`src/rtl/pwm_gen_multi.sv`:
```
// ---------------------------------------------------------------------------
// pwm_gen_multi
//   Multi-channel PWM generator with an internal period counter. Each channel
//   selects left-aligned, right-aligned or range (window) mode. Mode, compare 1
//   and compare 2 are written one channel at a time into shadow registers. The
//   shadows, and the period input, are copied into the active registers only at
//   the period boundary, so a running period is never disturbed.
//
// Parameters
//   CH          number of PWM channels (1..16)
//   CW          counter / period / compare width in bits
//
// Ports
//   clk         system clock, all logic on the rising edge
//   rst         asynchronous active-high reset
//   pwm_en      global enable; low stops the counter and forces outputs low
//   period      last count value of a period (counter runs 0..period)
//   cfg_wr      one-cycle write strobe into the shadow registers of cfg_ch
//   cfg_ch      target channel; values >= CH are ignored
//   cfg_mode    00 left, 01 right, 10 range, 11 reserved (output low)
//   cfg_cmp1    compare 1
//   cfg_cmp2    compare 2 (range mode only)
//   count_val   current counter value
//   period_end  high in the cycle count_val equals the active period while running
//   pwm_out     registered PWM outputs, one clock behind count_val
// ---------------------------------------------------------------------------
module pwm_gen_multi #(
    parameter int CH = 4,
    parameter int CW = 16
) (
    input  logic                                  clk,
    input  logic                                  rst,
    input  logic                                  pwm_en,
    input  logic [CW-1:0]                         period,
    input  logic                                  cfg_wr,
    input  logic [((CH > 1) ? $clog2(CH) : 1)-1:0] cfg_ch,
    input  logic [1:0]                            cfg_mode,
    input  logic [CW-1:0]                         cfg_cmp1,
    input  logic [CW-1:0]                         cfg_cmp2,
    output logic [CW-1:0]                         count_val,
    output logic                                  period_end,
    output logic [CH-1:0]                         pwm_out
);

    localparam int CHW = (CH > 1) ? $clog2(CH) : 1;

    localparam logic [1:0] MODE_LEFT  = 2'b00;
    localparam logic [1:0] MODE_RIGHT = 2'b01;
    localparam logic [1:0] MODE_RANGE = 2'b10;

    typedef enum logic {
        IDLE = 1'b0,
        RUN  = 1'b1
    } state_t;

    state_t        state_reg;
    logic [CW-1:0] count_reg;
    logic [CW-1:0] active_period_reg;

    logic at_end;       // counter sits on the last value of the period
    logic load_active;  // copy shadows / period input into the active set
    logic drive_level;  // channel outputs follow their compare result this edge

    assign at_end = (count_reg == active_period_reg);

    // In IDLE the active set tracks the shadows every cycle so the first
    // period after enable already uses the newest configuration. While
    // running it is refreshed only on the wrap edge (the update event).
    assign load_active = (state_reg == IDLE) || at_end;

    // Outputs are forced low in IDLE, on the edge that leaves RUN, and while
    // the active period is zero (counter parked at 0, nothing to modulate).
    assign drive_level = (state_reg == RUN) && pwm_en && (active_period_reg != '0);

    assign count_val  = count_reg;
    assign period_end = (state_reg == RUN) && at_end;

    // -----------------------------------------------------------------------
    // Control FSM and period counter
    // -----------------------------------------------------------------------
    always_ff @(posedge clk or posedge rst) begin
        if (rst) begin
            state_reg         <= IDLE;
            count_reg         <= '0;
            active_period_reg <= '0;
        end else begin
            if (load_active) begin
                active_period_reg <= period;
            end
            case (state_reg)
                IDLE: begin
                    count_reg <= '0;
                    if (pwm_en) begin
                        state_reg <= RUN;
                    end
                end
                RUN: begin
                    if (!pwm_en) begin
                        // Stop immediately; no completion of the partial period.
                        state_reg <= IDLE;
                        count_reg <= '0;
                    end else if (at_end) begin
                        count_reg <= '0;
                    end else begin
                        count_reg <= count_reg + CW'(1);
                    end
                end
                default: begin
                    state_reg <= IDLE;
                    count_reg <= '0;
                end
            endcase
        end
    end

    // -----------------------------------------------------------------------
    // Per-channel shadow/active registers and compare logic
    // -----------------------------------------------------------------------
    genvar gi;
    generate
        for (gi = 0; gi < CH; gi++) begin : g_ch
            logic [1:0]    shadow_mode_reg;
            logic [CW-1:0] shadow_cmp1_reg;
            logic [CW-1:0] shadow_cmp2_reg;
            logic [1:0]    active_mode_reg;
            logic [CW-1:0] active_cmp1_reg;
            logic [CW-1:0] active_cmp2_reg;
            logic          pwm_reg;
            logic          sel;
            logic          level;

            // Only indices 0..CH-1 exist, so an out-of-range cfg_ch never
            // matches any channel and the write is dropped.
            assign sel = cfg_wr && (cfg_ch == CHW'(gi));

            // A write on the wrap edge lands in the shadow while the active
            // set takes the old shadow value, so it applies one period later.
            always_ff @(posedge clk or posedge rst) begin
                if (rst) begin
                    shadow_mode_reg <= '0;
                    shadow_cmp1_reg <= '0;
                    shadow_cmp2_reg <= '0;
                    active_mode_reg <= '0;
                    active_cmp1_reg <= '0;
                    active_cmp2_reg <= '0;
                end else begin
                    if (load_active) begin
                        active_mode_reg <= shadow_mode_reg;
                        active_cmp1_reg <= shadow_cmp1_reg;
                        active_cmp2_reg <= shadow_cmp2_reg;
                    end
                    if (sel) begin
                        shadow_mode_reg <= cfg_mode;
                        shadow_cmp1_reg <= cfg_cmp1;
                        shadow_cmp2_reg <= cfg_cmp2;
                    end
                end
            end

            // Level for the current count value. cmp1 == 0 and cmp1 == cmp2
            // both mean "off" regardless of mode.
            always_comb begin
                level = 1'b0;
                if ((active_cmp1_reg != '0) && (active_cmp1_reg != active_cmp2_reg)) begin
                    case (active_mode_reg)
                        MODE_LEFT:  level = (count_reg <= active_cmp1_reg);
                        MODE_RIGHT: level = (count_reg >= active_cmp1_reg);
                        MODE_RANGE: level = (count_reg >= active_cmp1_reg) &&
                                            (count_reg <  active_cmp2_reg);
                        default:    level = 1'b0;
                    endcase
                end
            end

            always_ff @(posedge clk or posedge rst) begin
                if (rst) begin
                    pwm_reg <= 1'b0;
                end else if (drive_level) begin
                    pwm_reg <= level;
                end else begin
                    pwm_reg <= 1'b0;
                end
            end

            assign pwm_out[gi] = pwm_reg;
        end
    endgenerate

endmodule

```
`config.mk`:
```
export PLATFORM = sky130hd
export DESIGN_NAME = pwm_gen_multi
export DESIGN_NICKNAME = d
export VERILOG_FILES = /design/src/rtl/pwm_gen_multi.sv
export SDC_FILE = /design/constraint.sdc
export NUM_CORES = 1
export LEC_CHECK = 0
export CAP_MARGIN = 20
export CORE_ASPECT_RATIO = 1.1
export CORE_UTILIZATION = 37
export CTS_CLUSTER_SIZE = 8
export DETAILED_ROUTE_END_ITERATION = 10
export PLACE_DENSITY_LB_ADDON = 0.2
export SETUP_SLACK_MARGIN = 0.05
export SLEW_MARGIN = 10
export SYNTH_ARGS = -nofsm -noshare
export SYNTH_HDL_FRONTEND = slang
export SYNTH_SLANG_ARGS = --single-unit
```
`constraint.sdc`:
```
create_clock -name clk -period 28.7 [get_ports clk]
set_input_delay 2.87 -clock clk [delete_from_list [all_inputs] [get_ports clk]]
set_output_delay 2.87 -clock clk [all_outputs]
set_load 0.01 [all_outputs]
```
# Yosys cells after proc, flatten, opt, wreduce, memory -nomap -nowiden

Cells that the tools add are included.

Latch bits: 0
Bits of input ports: 56
Memory bits (writable): 0
Output and inout port bits: 21
Register bits: 309
Memories kept: 0
Memory bits (read-only): 0
Logic and storage cells: 103

Add/subtract/negate cells: 1
Multipliers: 0
Equal/unequal tests: 16
Bitwise gates (word level): 1
Divide/modulo/power cells: 0
Reductions and logical operators: 26
Multiplexer cells: 16
Order comparisons: 12
Shift operators: 0

Operators by type and width:

| cell                    | number |
|---|---|
| $reduce_bool A16 Y1     | 5 |
| $ge A16 B16 Y1          | 4 |
| $le A16 B16 Y1          | 4 |
| $lt A16 B16 Y1          | 4 |
| $ne A16 B16 Y1          | 4 |
| $mux W16                | 2 |
| $pmux W16 S2            | 1 |
| $add A16 B1 Y16 const B | 1 |
| $eq A16 B16 Y1          | 1 |
| $logic_and A1 B1 Y1     | 15 |
| $eq A2 B2 Y1 const B    | 6 |
| $pmux W1 S3             | 4 |
| $eq A2 B1 Y1 const B    | 5 |
| $logic_not A2 Y1        | 5 |
| $mux W1                 | 9 |
| $logic_or A1 B1 Y1      | 1 |
| $not A1 Y1              | 1 |

# Depth between registers and ports, before layout

Word-level depth: 5
Mapped depth: 10
Gate-level depth less buffers: 8

# Least setup slack after synthesis

Ideal clock, no wire load.

Path type: register to output
From: register count_reg[2] (netlist: count_val[2])
To: output port period_end
Buffers on the path: 0
Arrival time: 1.348 ns
Data required time: 25.830 ns
Slack: 24.482 ns
Stages on the path, launching flop included: 5
Cells stage by stage: dfrtp_1 -> xor2_1 -> nor4_1 -> nand4_1 -> nor2_1

Longest elaborated chain between the ends: 2

Ends and longest elaborated chain:

| element                  | RTL line | RTL |
|---|---|---|
| start: declaration       | 57       | `logic [CW-1:0] count_reg;` |
| start signal: assignment | 105      | `count_reg <= count_reg + CW'(1);` |
| $eq A16 B16 Y1           | 64       | `assign at_end = (count_reg == active_period_reg);` |
| $logic_and A1 B1 Y1      | 76       | `assign period_end = (state_reg == RUN) && at_end;` |
| end: declaration         | 41       | `output logic period_end,` |

Every way passes these cells.

# Final worst setup path

From: register count_reg[6] (netlist: count_val[6])
To: output port period_end

Same word-level chain as after synthesis.

==> metrics.md <==
| Metric | Value |
|---|---|
| Post-CTS setup buffers | 0 |
| Hold WS | 0.472 ns |
| Vias/cell | 5.21 |
| Antenna Nets Post-Route | 0 |
| I/O Pins | 77 |
| WP data required | 25.83 ns |
| Setup CP Type | register to primary output |
| Sw Ratio | 0.295 |
| Post-synth top flop | dfrtp_1 |
| Psw | 371 uW |
| Max-slew violations | 0 |
| Achievable Freq | 0.177 GHz |
| Post-synth EDFFs | 0 |
| CP Cell Sequence | xor2_1 -> nor4_1 -> nand4_1 -> nor2_1 -> clkdlybuf4s50_1 |
| Crit-path max FO | 15 |
| Die width | 198 um |
| HPWL Detailed | 33.4 mm |
| Yosys top cell area share | 0.494 |
| Initial antenna violation count | 1 |
| Worst skew pair latency | 0.54 ns |
| RSZ-0062 raised after global routing | no |
| Drt pass-1 iters | 5 |
| Seq/Total Area, Yosys | 0.494 |
| Slew HR | 0.348 |
| CTS root buf | clkbuf_16 |
| First-pass GRT wire length | 69.6 mm |
| Arrival @ worst endpoint | 2.79 ns |
| LEAKAGE | 0.00834 uW |
| Reg clk slew, reported paths | 0.05 ns |
| Fillers | 3933 |
| Area grow syn2layout | 15.3% |
| Worst setup margin | 23.04 ns |
| Outcome | completed |
| Largest net degree at the start of global routing | 96 |
| Synth Area per Inst | 11.1 sq um |
| Period utilization | 0.197 |
| Slowest stage cell, crit path | dfrtp_1 |
| Fin Clk Skew | 0.0153 ns |
| GRT overflow | 0 |
| Die H | 218 um |
| Max H-tree Level | 2 |
| Setup crit end kind | primary output |
| Final RePlAce weighted congestion | 0.865 |
| Initial Utilization | 0.377 |
| # hold bufs at CTS | 0 |
| Synth Cell Area | 0.0157 sq mm |
| Slowest cell delay on critical path | 0.85 ns |
| # clock sinks | 309 |
| Total track usage | 0.218 |
| Mapped Nets | 1594 |
| CTS tree | built |
| DRT iter0 DRCs | 586 |
| Crit start category | register |
| Yosys reg bits | 309 |
| Final Hold Viols | 0 |
| Post-synth cell types | 39 |
| Pint | 884 uW |
| Hold WC Path Type | register to register |
| Row cnt | 78 |
| # Max-Cap Violations | 0 |
| Via count | 10737 |
| Most common cell in the netlist | dfrtp_1 |
| Worst slew pin tran | 0.978 ns |
| Worst vdd ir | 0.0363 mV |
| Post-layout util | 0.435 |
| Average wire per standard cell | 22.0 um |
| Layout cells sized above 1 | 0.162 |
| Post-CTS Resized | 0 |
| Clock share of power | 0.364 |
| Core area | 0.0415 sq mm |
| Maximum clock path buffer count | 3 |
| IO Port Bufs | 76 |
| Logic pwr share | 0.179 |
| Delay-heaviest family, CP | flip-flops |
| Synth top area cells | dfrtp_1 (49%), mux2_2 (12%), ha_1 (10%), xor2_1 (5.1%), nand2_1 (4.0%) |
| Total power per unit cell area | 69.5 mW/mm^2 |
| Die Area | 0.0431 sq mm |
| Drt drc | 0 |
| DP Worst Slack | 22.85 ns |
| Final min period | 5.66 ns |
| Num CTS Buffers | 44 |
| Synthesized instance count | 1413 |
| Routed wire length | 45.4 mm |
| Sequential power share | 0.457 |
| Vias in the first global route | 11336 |
| Synth area leader | dfrtp_1 |
| Fin Setup TNS | 0 ns |
| Final setup viols | 0 |
| Nets | 1678 |
| Buf/Inv on CP | 1 |
| Yosys warns | 0 |
| Ys async rst share | 1.00 |
| Overall power | 1250 uW |
| Synth top cells by count | dfrtp_1 (309), mux2_2 (169), nand2_1 (168), inv_1 (128), ha_1 (125) |
[cell families after synthesis]
kind of cell / after synthesis / synth area share
AO/OA/AOI/OAI: 217 / 0.0837
multiplexers: 172 / 0.124
buffers and inverters: 176 / 0.0507
flip-flops: 309 / 0.494
XOR/XNOR: 94 / 0.0526
AND/OR/NAND/NOR: 320 / 0.0951
adder cells (fa/ha/maj): 125 / 0.0999
[final cells by class]
cell class,instances,area [sq um],area share
inverter,128,488,0.0270
clock buffer,47,1140,0.0634
sequential,309,7730,0.428
antenna,1,2.50,0.000139
tap,560,701,0.0388
multi-input combinational,928,7140,0.396
timing repair buffer,86,836,0.0463
[cell usage in the layout, fill, tap and decap left out, types with 2 or more instances in the layout]
cell	n
buf_4	10
a211oi_1	14
o21ai_1	35
a21o_1	4
clkbuf_16	45
xor2_1	91
a221o_1	4
or4_4	3
nor2_1	45
mux2_1	2
a21oi_1	40
a211o_1	7
a31oi_1	3
and3_1	6
nand3_1	17
nand2b_1	4
clkdlybuf4s50_1	76
nor4_1	43
a2111oi_4	3
nand4_1	26
dfrtp_1	309
a221oi_2	3
nand3b_1	2
o21ai_0	97
and4_1	2
ha_1	125
a2111oi_0	4
inv_1	127
nand2_1	167
xnor2_1	3
mux2_2	169
[power groups by stage]
stage | sequential (uW) | combinational (uW) | clock, uW
floorplan | 556 | 158 | 0
global placement | 578 | 221 | 0
detailed placement | 581 | 225 | 0
CTS | 574 | 226 | 468
global route | 583 | 249 | 484
finish | 574 | 224 | 457
[path summary, 6_finish.rpt]
path                                                    startpoint                                       to  slack (ns)  depth (start not counted)
setup / recovery                            count_val[6]$_DFF_PP0_                               period_end       23.04                          5
hold / removal             g_ch[0].shadow_cmp2_reg[15]$_DFFE_PP0P_  g_ch[0].active_cmp2_reg[15]$_DFFE_PP0P_        0.47                          2
setup reg to reg                            count_val[6]$_DFF_PP0_  g_ch[1].active_cmp2_reg[10]$_DFFE_PP0P_       25.18                          7
hold reg to reg            g_ch[0].shadow_cmp2_reg[15]$_DFFE_PP0P_  g_ch[0].active_cmp2_reg[15]$_DFFE_PP0P_        0.47                          2
max in group asynchronous                                      rst   g_ch[2].active_cmp1_reg[4]$_DFFE_PP0P_       23.52                          4
min in group asynchronous                                      rst   g_ch[1].shadow_mode_reg[0]$_DFFE_PP0P_        2.86                          2
[worst register-to-register path, delay by kind of cell (launching register included)]
family          cells  cell delay [ns]
xor+xnor            1             0.14
simple gates        4             1.49
flops               1             0.85
compound gates      1             0.16
buf+inv             1             0.81
[stage by stage]
stage / cells / instance area [sq um]
finish: 2059 / 18000
global route: 2059 / 18000
CTS: 2058 / 18000
detailed placement: 2011 / 16900
global placement: 2011 / 16900
floorplan: 1413 / 15700
[routing by layer]
metal	vias up	track usage	share of wire
met5	-	0	0
met4	0	0.0770	0.031
met3	72	0.0336	0.037
met2	224	0.371	0.49
met1	5375	0.279	0.44
li1	5066	-	-
(Power assumes the default switching activity.)
